## src/rtl/pong_game_ctrl_if.sv

```systemverilog
`timescale 1ns/1ps
`default_nettype none
// ----------------------------------------------------------------------------
// pong_game_ctrl_if : event inputs and per-frame game state of the controller
// Rev 1.0
// ----------------------------------------------------------------------------
interface pong_game_ctrl_if;
  logic       frame_tick;
  logic       start;
  logic       pause;
  logic       miss_left;
  logic       miss_right;
  logic       ball_en;
  logic       ball_rst;
  logic       serve_dir;
  logic [3:0] score_l;
  logic [3:0] score_r;
  logic [2:0] game_state;
  logic       winner;

  // master: input/ball/VGA side producing events and consuming game state
  modport master (
    output frame_tick, start, pause, miss_left, miss_right,
    input  ball_en, ball_rst, serve_dir, score_l, score_r, game_state, winner
  );

  modport slave (
    input  frame_tick, start, pause, miss_left, miss_right,
    output ball_en, ball_rst, serve_dir, score_l, score_r, game_state, winner
  );
endinterface
`default_nettype wire

```

## src/rtl/pong_game_ctrl.sv

```systemverilog
`timescale 1ns/1ps
`default_nettype none
// ----------------------------------------------------------------------------
// pong_game_ctrl : match sequencing, score keeping and ball control for pong
// Rev 1.0
// ----------------------------------------------------------------------------
module pong_game_ctrl #(
  parameter int WIN_SCORE    = 11,
  parameter int SERVE_FRAMES = 60,
  parameter int POINT_FRAMES = 90
) (
  input  wire logic        clk,
  input  wire logic        rst,
  pong_game_ctrl_if.slave  bus
);

  localparam int MAX_FRAMES = (SERVE_FRAMES > POINT_FRAMES) ? SERVE_FRAMES : POINT_FRAMES;
  localparam int CNT_W      = $clog2(MAX_FRAMES + 1);
  localparam logic [CNT_W-1:0] SERVE_LAST = CNT_W'(SERVE_FRAMES - 1);
  localparam logic [CNT_W-1:0] POINT_LAST = CNT_W'(POINT_FRAMES - 1);
  localparam logic [3:0]       WIN        = 4'(WIN_SCORE);

  typedef enum logic [2:0] {
    S_IDLE  = 3'd0,
    S_SERVE = 3'd1,
    S_PLAY  = 3'd2,
    S_POINT = 3'd3,
    S_PAUSE = 3'd4,
    S_OVER  = 3'd5
  } state_e;

  state_e           state_q, state_d;
  logic [CNT_W-1:0] cnt_q, cnt_d;
  logic [3:0]       score_l_q, score_l_d;
  logic [3:0]       score_r_q, score_r_d;
  logic             serve_dir_q, serve_dir_d;
  logic             start_prev_q, start_ev_q;
  logic             pause_prev_q, pause_ev_q;
  logic             ball_en_q, ball_rst_q, winner_q;
  logic [2:0]       game_state_q;

  always_comb begin
    state_d     = state_q;
    cnt_d       = cnt_q;
    score_l_d   = score_l_q;
    score_r_d   = score_r_q;
    serve_dir_d = serve_dir_q;
    if (bus.frame_tick && (state_q == S_SERVE || state_q == S_POINT)) begin
      cnt_d = cnt_q + 1'b1;
    end
    case (state_q)
      S_IDLE, S_OVER: begin
        if (start_ev_q) begin
          score_l_d   = 4'd0;
          score_r_d   = 4'd0;
          serve_dir_d = 1'b1;
          state_d     = S_SERVE;
        end
      end
      S_SERVE: begin
        if (bus.frame_tick && cnt_q == SERVE_LAST) state_d = S_PLAY;
      end
      S_PLAY: begin
        // a miss outranks a simultaneous pause event
        if (bus.miss_left && bus.miss_right) begin
          state_d = S_POINT;
        end else if (bus.miss_left) begin
          score_r_d   = score_r_q + 4'd1;
          serve_dir_d = 1'b0;
          state_d     = (score_r_d == WIN) ? S_OVER : S_POINT;
        end else if (bus.miss_right) begin
          score_l_d   = score_l_q + 4'd1;
          serve_dir_d = 1'b1;
          state_d     = (score_l_d == WIN) ? S_OVER : S_POINT;
        end else if (pause_ev_q) begin
          state_d = S_PAUSE;
        end
      end
      S_POINT: begin
        if (bus.frame_tick && cnt_q == POINT_LAST) state_d = S_SERVE;
      end
      S_PAUSE: begin
        if (pause_ev_q) state_d = S_PLAY;
      end
      default: state_d = S_IDLE;
    endcase
    if (state_d != state_q) cnt_d = '0;
  end

  always_ff @(posedge clk) begin
    if (rst) begin
      state_q      <= S_IDLE;
      cnt_q        <= '0;
      score_l_q    <= 4'd0;
      score_r_q    <= 4'd0;
      serve_dir_q  <= 1'b1;
      start_prev_q <= 1'b0;
      start_ev_q   <= 1'b0;
      pause_prev_q <= 1'b0;
      pause_ev_q   <= 1'b0;
      ball_en_q    <= 1'b0;
      ball_rst_q   <= 1'b1;
      winner_q     <= 1'b0;
      game_state_q <= 3'd0;
    end else begin
      state_q      <= state_d;
      cnt_q        <= cnt_d;
      score_l_q    <= score_l_d;
      score_r_q    <= score_r_d;
      serve_dir_q  <= serve_dir_d;
      start_prev_q <= bus.start;
      start_ev_q   <= bus.start & ~start_prev_q;
      pause_prev_q <= bus.pause;
      pause_ev_q   <= bus.pause & ~pause_prev_q;
      // Moore outputs trail the state register by one cycle
      ball_en_q    <= (state_q == S_PLAY);
      ball_rst_q   <= (state_q == S_IDLE) || (state_q == S_SERVE) || (state_q == S_OVER);
      winner_q     <= (state_q == S_OVER) && (score_r_q == WIN);
      game_state_q <= state_q;
    end
  end

  assign bus.ball_en    = ball_en_q;
  assign bus.ball_rst   = ball_rst_q;
  assign bus.serve_dir  = serve_dir_q;
  assign bus.score_l    = score_l_q;
  assign bus.score_r    = score_r_q;
  assign bus.game_state = game_state_q;
  assign bus.winner     = winner_q;

endmodule
`default_nettype wire

```

## src/flat_wrapper.sv

```systemverilog
// flat-port wrapper written by rule: the top's interface ports become plain ports
module pong_game_ctrl_flat 
#(
  parameter int WIN_SCORE    = 11,
  parameter int SERVE_FRAMES = 60,
  parameter int POINT_FRAMES = 90
)
  (clk, rst, bus_frame_tick, bus_start, bus_pause, bus_miss_left, bus_miss_right, bus_ball_en, bus_ball_rst, bus_serve_dir, bus_score_l, bus_score_r, bus_game_state, bus_winner);
  pong_game_ctrl_if bus_i ();
  input  wire logic clk;
  input  wire logic rst;
  input wire logic [$bits(bus_i.frame_tick)-1:0] bus_frame_tick;
  input wire logic [$bits(bus_i.start)-1:0] bus_start;
  input wire logic [$bits(bus_i.pause)-1:0] bus_pause;
  input wire logic [$bits(bus_i.miss_left)-1:0] bus_miss_left;
  input wire logic [$bits(bus_i.miss_right)-1:0] bus_miss_right;
  output wire logic [$bits(bus_i.ball_en)-1:0] bus_ball_en;
  output wire logic [$bits(bus_i.ball_rst)-1:0] bus_ball_rst;
  output wire logic [$bits(bus_i.serve_dir)-1:0] bus_serve_dir;
  output wire logic [$bits(bus_i.score_l)-1:0] bus_score_l;
  output wire logic [$bits(bus_i.score_r)-1:0] bus_score_r;
  output wire logic [$bits(bus_i.game_state)-1:0] bus_game_state;
  output wire logic [$bits(bus_i.winner)-1:0] bus_winner;
  assign bus_i.frame_tick = bus_frame_tick;
  assign bus_i.start = bus_start;
  assign bus_i.pause = bus_pause;
  assign bus_i.miss_left = bus_miss_left;
  assign bus_i.miss_right = bus_miss_right;
  assign bus_ball_en = bus_i.ball_en;
  assign bus_ball_rst = bus_i.ball_rst;
  assign bus_serve_dir = bus_i.serve_dir;
  assign bus_score_l = bus_i.score_l;
  assign bus_score_r = bus_i.score_r;
  assign bus_game_state = bus_i.game_state;
  assign bus_winner = bus_i.winner;
  pong_game_ctrl #(.WIN_SCORE(WIN_SCORE), .SERVE_FRAMES(SERVE_FRAMES), .POINT_FRAMES(POINT_FRAMES)) u_core (.clk(clk), .rst(rst), .bus(bus_i));
endmodule
```

## config.mk

```make
export PLATFORM = sky130hd
export DESIGN_NAME = pong_game_ctrl_flat
export DESIGN_NICKNAME = d
export VERILOG_FILES = /design/src/rtl/pong_game_ctrl_if.sv /design/src/rtl/pong_game_ctrl.sv /design/src/flat_wrapper.sv
export SDC_FILE = /design/constraint.sdc
export NUM_CORES = 1
export LEC_CHECK = 0
export ABC_AREA = 1
export CORE_ASPECT_RATIO = 0.7
export CORE_MARGIN = 4
export CORE_UTILIZATION = 50
export CTS_BUF_LIST = sky130_fd_sc_hd__clkbuf_16
export DETAILED_ROUTE_END_ITERATION = 8
export MAX_ROUTING_LAYER = met4
export PLACE_DENSITY = 0.78
export SETUP_SLACK_MARGIN = 0.15
export SLEW_MARGIN = 20
export SYNTH_ARGS = -nofsm -noshare
export SYNTH_HDL_FRONTEND = slang
export SYNTH_SLANG_ARGS = --single-unit
```

## constraint.sdc

```tcl
create_clock -name clk -period 1.9 [get_ports clk]
set_input_delay 0.475 -clock clk [delete_from_list [all_inputs] [get_ports clk]]
set_output_delay 0.475 -clock clk [all_outputs]
set_load 0.03 [all_outputs]
```

==> summary.md, run 1 <==
| Metric | Value |
|---|---|
| Final RePlAce weighted congestion | `0.9824` |
| Clk_lat worst skew | `270 ps` |
| Site Rows | `15` |
| CTS tree | `yes` |
| Max H-tree Level | `2` |
| Root Buffer | `clkbuf_16` |
| Crit-path cells | `clkdlybuf4s50_1` |
| Outcome | `complete, no violations` |
| Sequential-to-total area share from yosys stat | `40.59%` |
| Ant. Diodes | `0` |
| Crit-path slowest cell | `clkdlybuf4s50_1` |
| Starting DRT DRC Count | `126` |
| Antenna violations before repair | `0` |
| CTS Buffer Depth | `2` |
| Hold crit path type | `register to register` |
| Final hold violations | `0` |
| Clock transition at the registers of the reported paths | `50 ps` |
| Layout Area Growth over Synthesis | `41.29%` |
| Mapped Nets | `211` |
| Pre-antenna DRT Iters | `5` |
| Drt total wl | `3927 µm` |
| Max_cap viols | `0` |
| Setup tns final | `0 ps` |
| CP endpoint kind | `primary output` |
| Startpoint types | `register` |
| Post-layout min period | `1708 ps` |
| WL/cell | `14.08 µm` |
| Critical path buffers and inverters | `1` |
| Ys Warns | `0` |
| Core ar. | `2590 µm²` |
| Worst EP arrival | `1230 ps` |
| RSZ-0062 raised after global routing | `false` |
| Die height | `52.75 µm` |
| Clk pwr share | `43.6%` |
| Int Power | `1.198 mW` |
| Initial core utilization | `55.22%` |
| WHS Path Cells | `1` |
| Cells on worst reg2reg path | `10` |
| First-pass GRT wire length | `6009 µm` |
| Leakage | `0.9174 nW` |
| Horiz. Die Dim | `71.92 µm` |
| Most frequent cells in the layout | `nand2_1, inv_1, dfxtp_1` |
| IO Port Bufs | `21` |
| Switch Pwr | `430.1 µW` |
| Synthesis-stage register bit count | `29` |
| Layout cells sized above 1 | `24.49%` |
| Top fanout value on the critical path | `1` |
| Min setup slack post-route | `192.2 ps` |
| Slew Limit Fails | `0` |
| Synth Cell Area | `1430 µm²` |
| Die area | `3793 µm²` |
| Io pins | `22` |
| Fill cell count | `178` |
| Max Clock Freq | `585.6 MHz` |
| Gr usage total | `22.08%` |
| Cells after synthesis | `198` |
| Peak supply drop | `0.0006876 V` |
| Skew final | `2.789 ps` |
| Clock sinks | `29` |
| CP delay by family, top | `buffers and inverters` |
| Tot Pwr | `1.628 mW` |
| Final setup violation count | `0` |
| Critical Path RT | `1420 ps` |
| Switching Share | `26.42%` |
| PD cells | `805.7 nW/µm²` |
| Vias per inst | `5.513` |
| Dpl hpwl | `2556 µm` |
| Library cells used by synthesis | `28` |
| Residual DRC count | `0` |
| Nets | `258` |
| Setup CP Type | `register to primary output` |
| Commonest non-fill, non-tap cell in the layout | `nand2_1` |
| Combinational power share | `16.1%` |
| Hold_ws | `383.8 ps` |
| Period utilization | `89.88%` |
| Routed Antenna Nets | `0` |
| CTS Buf Count | `5` |
| Register share of total power | `40.3%` |
| Worst slew margin | `72.51%` |
| Synthesized area per cell | `7.223 µm²` |
| Vias | `1,538` |
| Dpl ws | `-164.6 ps` |
| Worst-Margin Slew | `410.8 ps` |
| Vias in the first global route | `1,335` |
| GRT overflow | `0` |
| Slowest cell delay on critical path | `660 ps` |
| Largest net degree at the start of global routing | `9` |
| Worst path depth | `1` |
| CTS hold repair buffers | `0` |
-- per-stage QoR --
| step | area, µm² | cells | util, % |
|---|---|---|---|
| after floorplan | 1430 | 198 | - |
| after detailed placement | 1762 | 263 | 68.02 |
| after global routing | 2021 | 279 | 78.02 |
| after global placement | 1762 | 263 | 68.02 |
| after CTS | 1894 | 272 | 73.14 |
| final | 2021 | 279 | 78.02 |
-- metal layers --
layer	global-route usage (%)	part of all wire [%]
met5	-	0
met4	12.50	4.7
met3	5.939	9.0
met2	34.45	45
met1	25.95	41
-- cell type report --
| cell class | instances | area, µm² | share of cell area (%) |
|---|---|---|---|
| Multi-Input combinational cell | 137 | 787.0 | 38.95 |
| Sequential cell | 29 | 589.3 | 29.16 |
| Clock inverter | 2 | 7.507 | 0.3715 |
| Clock buffer | 5 | 125.1 | 6.192 |
| Tap cell | 34 | 42.54 | 2.105 |
| Timing Repair Buffer | 41 | 350.3 | 17.34 |
| Inverter | 31 | 118.9 | 5.882 |
-- cell usage after synthesis --
| cell type | count | area share (%) |
|---|---|---|
| a31oi_1 | 1 | 0.44 |
| o21ai_2 | 1 | 0.61 |
| inv_1 | 27 | 7.1 |
| o21ai_1 | 1 | 0.35 |
| nor2_4 | 2 | 1.6 |
| a21o_1 | 1 | 0.53 |
| xor2_1 | 5 | 3.1 |
| a21oi_1 | 8 | 2.8 |
| nand3_2 | 1 | 0.70 |
| a211oi_1 | 2 | 1.0 |
| nand3_1 | 16 | 5.6 |
| nand2_2 | 3 | 1.3 |
| o22ai_1 | 1 | 0.44 |
| inv_2 | 4 | 1.0 |
| nand4_1 | 4 | 1.7 |
| o211a_1 | 1 | 0.70 |
| mux2i_1 | 1 | 0.70 |
| ha_1 | 6 | 5.2 |
| o21ai_0 | 6 | 2.1 |
| a21oi_2 | 1 | 0.61 |
| or3_1 | 1 | 0.44 |
| nand2_4 | 1 | 0.79 |
| nand2_1 | 43 | 11 |
| clkbuf_1 | 1 | 0.26 |
| nor2_1 | 25 | 6.6 |
| dfxtp_1 | 29 | 41 |
| xnor2_1 | 1 | 0.61 |
| nor3_1 | 5 | 1.7 |
-- logic make-up (layout without fill, tap and decap cells) --
kind of cell | after synthesis | in the layout | synth area share (%)
and+or+nand+nor | 101 | 101 | 31.76
buffers and inverters | 32 | 79 | 8.399
DFF | 29 | 29 | 40.60
AOI/OAI and AO/OA | 23 | 23 | 9.624
adders and majority gates | 6 | 6 | 5.249
xor gates and xnor gates | 6 | 6 | 3.675
muxes | 1 | 1 | 0.6999
-- state kept, by name, indices dropped and copies added (netlist names) --
register	cells
u_core.state_q	3
u_core.pause_prev_q	1
u_core.bus.game_state	3
u_core.bus.score_r	4
u_core.bus.score_l	4
u_core.bus.serve_dir	1
u_core.start_prev_q	1
u_core.cnt_q	7
u_core.bus.ball_en	1
u_core.bus.ball_rst	1
u_core.start_ev_q	1
u_core.bus.winner	1
u_core.pause_ev_q	1
-- final timing paths --
check | slack, ps | end | from
worst max-delay path | 190 | bus_ball_rst | u_core.bus.ball_rst$_SDFF_PP1_
worst min-delay path | 380 | u_core.pause_ev_q$_SDFF_PP0_ | u_core.pause_prev_q$_SDFF_PP0_
worst max register to register | 200 | u_core.cnt_q[5]$_SDFFE_PP0P_ | u_core.state_q[0]$_SDFF_PP0_
worst min register to register | 380 | u_core.pause_ev_q$_SDFF_PP0_ | u_core.pause_prev_q$_SDFF_PP0_
-- timing repair --
action	CTS	global route
resized for setup	13	30
endpoints found under the hold margin	0	0
buffers inserted	2	7
pin swaps	5	8
setup endpoints to repair	17	15
-- power by group through the flow --
stage	Sequential [mW]	Combinational [mW]	Clock [mW]
3_5_place_dp	0.665	0.224	0
6_report	0.656	0.262	0.710
2_1_floorplan	0.684	0.119	0
3_3_place_gp	0.663	0.218	0
5_1_grt	0.658	0.285	0.751
4_1_cts	0.654	0.221	0.716
Power figures use the tool's default switching activity.
==> run 2, diff against run 1 <==
--- a/config.mk
+++ b/config.mk
@@ -11,7 +11,7 @@
 export CORE_UTILIZATION = 50
 export CTS_BUF_LIST = sky130_fd_sc_hd__clkbuf_16
 export DETAILED_ROUTE_END_ITERATION = 8
-export MAX_ROUTING_LAYER = met4
+export HOLD_SLACK_MARGIN = 0.03
 export PLACE_DENSITY = 0.78
 export SETUP_SLACK_MARGIN = 0.15
 export SLEW_MARGIN = 20
==> run 2 against run 1 <==
Sequential cell count stayed put. Non-clock buffer count decreased by 1. Total power is 0.72% lower. Sequential share of layout area up 0.11 points. Critical path depth is the same.
==> summary.md, run 2 (same netlist as run 1, synthesis figures left out) <==
| Metric | Value |
|---|---|
| Antenna violations before repair | `0` |
| Worst-Margin Slew | `408.8 ps` |
| Pre-antenna DRT Iters | `4` |
| Max_cap viols | `0` |
| Crit-path cells | `clkdlybuf4s50_1` |
| Max reg flops | `7` |
| Tot Pwr | `1.616 mW` |
| Finished Core Util | `77.73%` |
| Layout Area Growth over Synthesis | `40.77%` |
| First-pass GRT wire length | `6003 µm` |
| Peak supply drop | `0.0006739 V` |
| Fill cell count | `183` |
| Clk_lat worst skew | `270 ps` |
| Clock transition at the registers of the reported paths | `50 ps` |
| WHS Path Cells | `1` |
| Commonest non-fill, non-tap cell in the layout | `nand2_1` |
| Dpl hpwl | `2556 µm` |
| Setup tns final | `0 ps` |
| CTS hold repair buffers | `0` |
| Reg with most FFs | `u_core.cnt_q` |
| Horiz. Die Dim | `71.92 µm` |
| Layout cells sized above 1 | `24.18%` |
| Vias | `1,511` |
| Io pins | `22` |
| Crit-path slowest cell | `clkdlybuf4s50_1` |
| Largest net degree at the start of global routing | `9` |
| Clock sinks | `29` |
| Worst slew margin | `72.65%` |
| CP endpoint kind | `primary output` |
| Multi-input gate area | `787.0 µm²` |
| Hold_ws | `383.8 ps` |
| Max H-tree Level | `2` |
| Vias in the first global route | `1,336` |
| WL/cell | `13.90 µm` |
| RSZ-0062 raised after global routing | `false` |
| Ant. Diodes | `0` |
| Startpoint types | `register` |
| Max Clock Freq | `586.1 MHz` |
| Critical Path RT | `1420 ps` |
| Top fanout value on the critical path | `1` |
| Initial core utilization | `55.22%` |
| Vias per inst | `5.435` |
| PD cells | `802.8 nW/µm²` |
| Hold crit path type | `register to register` |
| Post-layout min period | `1706 ps` |
| Worst EP arrival | `1230 ps` |
| Setup CP Type | `register to primary output` |
| Drt total wl | `3864 µm` |
| Cells on worst reg2reg path | `10` |
| Die height | `52.75 µm` |
| IO Port Bufs | `21` |
| Slowest cell delay on critical path | `660 ps` |
| Final hold violations | `0` |
| Die area | `3793 µm²` |
| Site Rows | `15` |
| CTS Buffer Depth | `2` |
| Critical path buffers and inverters | `1` |
| Most frequent cells in the layout | `nand2_1, inv_1, dfxtp_1` |
| Nets | `257` |
| Dpl cells | `263` |
| CTS Buf Count | `5` |
| Starting DRT DRC Count | `119` |
| Core ar. | `2590 µm²` |
| Leakage | `0.9130 nW` |
| Residual DRC count | `0` |
| Gr usage total | `21.46%` |
| Final setup violation count | `0` |
| Skew final | `2.913 ps` |
| Routed Antenna Nets | `0` |
| Worst path depth | `1` |
| Register area | `589.3 µm²` |
| Finished Layout Cells | `278` |
| CTS tree | `yes` |
| Final RePlAce weighted congestion | `0.9646` |
| Slew Limit Fails | `0` |
| GRT overflow | `0` |
| Outcome | `complete, no violations` |
| Period utilization | `89.80%` |
| CP delay by family, top | `buffers and inverters` |
| Root Buffer | `clkbuf_16` |
run 2: area by class of cell:
cell class,instances,share of cell area (%)
Clock buffer,5,6.215
Clock inverter,2,0.3729
Inverter,31,5.904
Multi-Input combinational cell,137,39.09
Sequential cell,29,29.27
Tap cell,34,2.113
Timing Repair Buffer,40,17.03
run 2: per-stage QoR:
step           cell area (µm²)  setup WS (ps)
2_1_floorplan             1430          234.3
3_3_place_gp              1762         -94.86
3_5_place_dp              1762         -164.6
4_1_cts                   1894          152.6
5_1_grt                   2013          96.14
6_report                  2013          193.8
run 2: path summary, 6_finish.rpt:
path / to / start / slack [ps]
setup reg to reg: u_core.cnt_q[5]$_SDFFE_PP0P_ / u_core.state_q[0]$_SDFF_PP0_ / 220
hold / removal: u_core.pause_ev_q$_SDFF_PP0_ / u_core.pause_prev_q$_SDFF_PP0_ / 380
hold reg to reg: u_core.pause_ev_q$_SDFF_PP0_ / u_core.pause_prev_q$_SDFF_PP0_ / 380
setup / recovery: bus_ball_rst / u_core.bus.ball_rst$_SDFF_PP1_ / 190
run 2: layer usage:
metal | wire [µm] | GRT usage, % | part of all wire (%) | vias up
met1 | 1601 | 25.60 | 41 | 679
met5 | 0 | 0 | 0 | -
met2 | 1744 | 34.60 | 45 | 78
met3 | 314 | 6.130 | 8.1 | 27
met4 | 204 | 12.50 | 5.3 | 0
li1 | - | - | - | 727
run 2: what timing repair did:
action	in CTS	in global routing
gates resized for setup	13	30
setup endpoints to repair	17	14
buffers inserted	2	6
cloned	0	0
pin swaps	5	8
endpoints found under the hold margin	0	0
run 2: power by group:
| group | internal, mW | switching, mW | leakage (nW) |
|---|---|---|---|
| logic | 0.0971 | 0.158 | 0.606 |
| registers | 0.632 | 0.0234 | 0.238 |
| clock network | 0.464 | 0.241 | 0.0685 |
==> run 3, diff against run 2 <==
--- a/config.mk
+++ b/config.mk
@@ -6,6 +6,7 @@
 export NUM_CORES = 1
 export LEC_CHECK = 0
 export ABC_AREA = 1
+export ABC_CLOCK_PERIOD_IN_PS = 2100
 export CORE_ASPECT_RATIO = 0.7
 export CORE_MARGIN = 4
 export CORE_UTILIZATION = 50
==> constraint.sdc (replaced) <==
create_clock -name clk -period 2.1 [get_ports clk]
set_input_delay 0.525 -clock clk [delete_from_list [all_inputs] [get_ports clk]]
set_output_delay 0.525 -clock clk [all_outputs]
set_load 0.03 [all_outputs]
==> run 3 against run 2 <==
Final cell count decreased by 5.4%. Critical path depth did not move. Core utilization is 5.6 points lower. Global-route usage down 1.8 points. First-iteration DRC count fell by 27%. Clock power decreased by 7.5%. Die area stayed put. Sequential power is 9.8% lower. Sequential share of layout area grew 1.8 points. Largest cell class unchanged. Worst setup slack improved by 12 ps. Count of clock-buffer cells in the layout did not move.
==> summary.md, run 3 (same netlist as run 1, synthesis figures left out) <==
| Metric | Value |
|---|---|
| GRT overflow | `0` |
| Root Buffer | `clkbuf_16` |
| Layout Area Growth over Synthesis | `30.71%` |
| Io pins | `22` |
| Slowest cell delay on critical path | `700 ps` |
| Reg with most FFs | `u_core.cnt_q` |
| Ant. Diodes | `0` |
| Period utilization | `90.19%` |
| Final RePlAce weighted congestion | `0.9274` |
| IO Port Bufs | `21` |
| Register share of total power | `40.9%` |
| Clock sinks | `29` |
| Peak supply drop | `0.0005448 V` |
| Max H-tree Level | `2` |
| Hold_ws | `378.4 ps` |
| Switching Share | `25.81%` |
| PD cells | `775.2 nW/µm²` |
| RSZ-0062 raised after global routing | `false` |
| Residual DRC count | `0` |
| Max_cap viols | `0` |
| Site Rows | `15` |
| Commonest non-fill, non-tap cell in the layout | `nand2_1` |
| Crit path to | `bus_score_l[0]` |
| Largest net degree at the start of global routing | `10` |
| Die height | `52.75 µm` |
| Leakage | `0.8097 nW` |
| Tot Pwr | `1.449 mW` |
| Top fanout value on the critical path | `5` |
| Cells on worst reg2reg path | `13` |
| Max reg flops | `7` |
| Dpl cells | `254` |
| CP Launch Point | `u_core.bus.score_l[0]$_SDFFE_PP0P_` |
| Max Clock Freq | `528.0 MHz` |
| Worst EP arrival | `1370 ps` |
| CTS hold repair buffers | `0` |
| Finished Layout Cells | `263` |
| Vias | `1,407` |
| Die area | `3793 µm²` |
| CP endpoint kind | `primary output` |
| Pre-antenna DRT Iters | `4` |
| Antenna violations before repair | `0` |
| Hold crit path type | `register to register` |
| Int Power | `1.075 mW` |
| Switch Pwr | `374.0 µW` |
| Reg2Reg Setup Slack | `330 ps` |
| Slew Limit Fails | `0` |
| Worst flop-to-flop path endpoint | `u_core.cnt_q[4]$_SDFFE_PP0P_` |
| Critical path buffers and inverters | `1` |
| Drt total wl | `3329 µm` |
| First-pass GRT wire length | `5582 µm` |
| Startpoint types | `register` |
| CP delay by family, top | `buffers and inverters` |
| Initial core utilization | `55.22%` |
| Dpl hpwl | `2499 µm` |
| Clk pwr share | `45.0%` |
| Worst-Margin Slew | `354.5 ps` |
| Nets | `241` |
| CTS Buffer Depth | `2` |
| Post-layout min period | `1894 ps` |
| Setup tns final | `0 ps` |
| Vias in the first global route | `1,288` |
| Starting DRT DRC Count | `87` |
| Horiz. Die Dim | `71.92 µm` |
| Outcome | `complete, no violations` |
| Critical Path RT | `1570 ps` |
| Finished Core Util | `72.17%` |
| CTS Buf Count | `5` |
| Core ar. | `2590 µm²` |
| Vias per inst | `5.350` |
| Layout cells sized above 1 | `12.66%` |
| Worst path depth | `1` |
| Skew final | `5.137 ps` |
| Final setup violation count | `0` |
| Gr usage total | `19.70%` |
| Setup CP Type | `register to primary output` |
| Crit-path slowest cell | `clkdlybuf4s50_1` |
| Worst slew margin | `76.21%` |
| Routed Antenna Nets | `0` |
| Clk_lat worst skew | `270 ps` |
| WL/cell | `12.66 µm` |
| Crit-path cells | `clkdlybuf4s50_1` |
| Clock transition at the registers of the reported paths | `50 ps` |
| Worst R2R Start | `u_core.bus.score_l[1]$_SDFFE_PP0P_` |
| Combinational power share | `14.1%` |
| CTS tree | `yes` |
| Final hold violations | `0` |
| Most frequent cells in the layout | `nand2_1, dfxtp_1, inv_1` |
## run 3: repair_timing
action                     4_1_cts  5_1_grt
pin swaps                        0        4
resized for setup                1       11
setup endpoints to repair        1        8
setup buffers                    0        1
## run 3: how the worst min path moves through the flow
stage | cells after the start | slack [ps] | start | to
6_report | 1 | 380 | u_core.pause_prev_q$_SDFF_PP0_ | u_core.pause_ev_q$_SDFF_PP0_
5_1_grt | 1 | 400 | u_core.pause_prev_q$_SDFF_PP0_ | u_core.pause_ev_q$_SDFF_PP0_
4_1_cts | 1 | 380 | u_core.pause_prev_q$_SDFF_PP0_ | u_core.pause_ev_q$_SDFF_PP0_
3_5_place_dp | 1 | 380 | u_core.pause_prev_q$_SDFF_PP0_ | u_core.pause_ev_q$_SDFF_PP0_
3_3_place_gp | 1 | 380 | u_core.pause_prev_q$_SDFF_PP0_ | u_core.pause_ev_q$_SDFF_PP0_
2_1_floorplan | 1 | 370 | u_core.pause_prev_q$_SDFF_PP0_ | u_core.pause_ev_q$_SDFF_PP0_
## run 3: layer usage
layer  part of all wire [%]  global-route usage [%]
met1                     45                   23.56
met2                     45                   31.10
met3                    8.9                   6.130
met4                    1.3                   11.88
met5                      0                       0
## run 3: stage by stage
step	cell area, µm²	worst slack, ps
after floorplan	1430	434.3
after global placement	1694	43.30
after detailed placement	1694	-83.56
after CTS	1832	152.9
after global routing	1869	156.3
final	1869	206.0
## run 3: power by group through the flow
stage | registers [mW] | clock network [mW] | logic [mW]
CTS | 0.591 | 0.666 | 0.194
floorplan | 0.619 | 0 | 0.108
global placement | 0.600 | 0 | 0.185
finish | 0.592 | 0.652 | 0.205
global route | 0.593 | 0.699 | 0.225
detailed placement | 0.602 | 0 | 0.193
## run 3: layout make-up
cell class	instances	area [µm²]
fillers	215	720.7
flip-flops and latches	29	580.6
well taps	34	42.54
clock buffers	5	125.1
clock inverters	3	13.76
repair buffers	24	239.0
multi-input cells	137	752.0
inverters	31	116.4
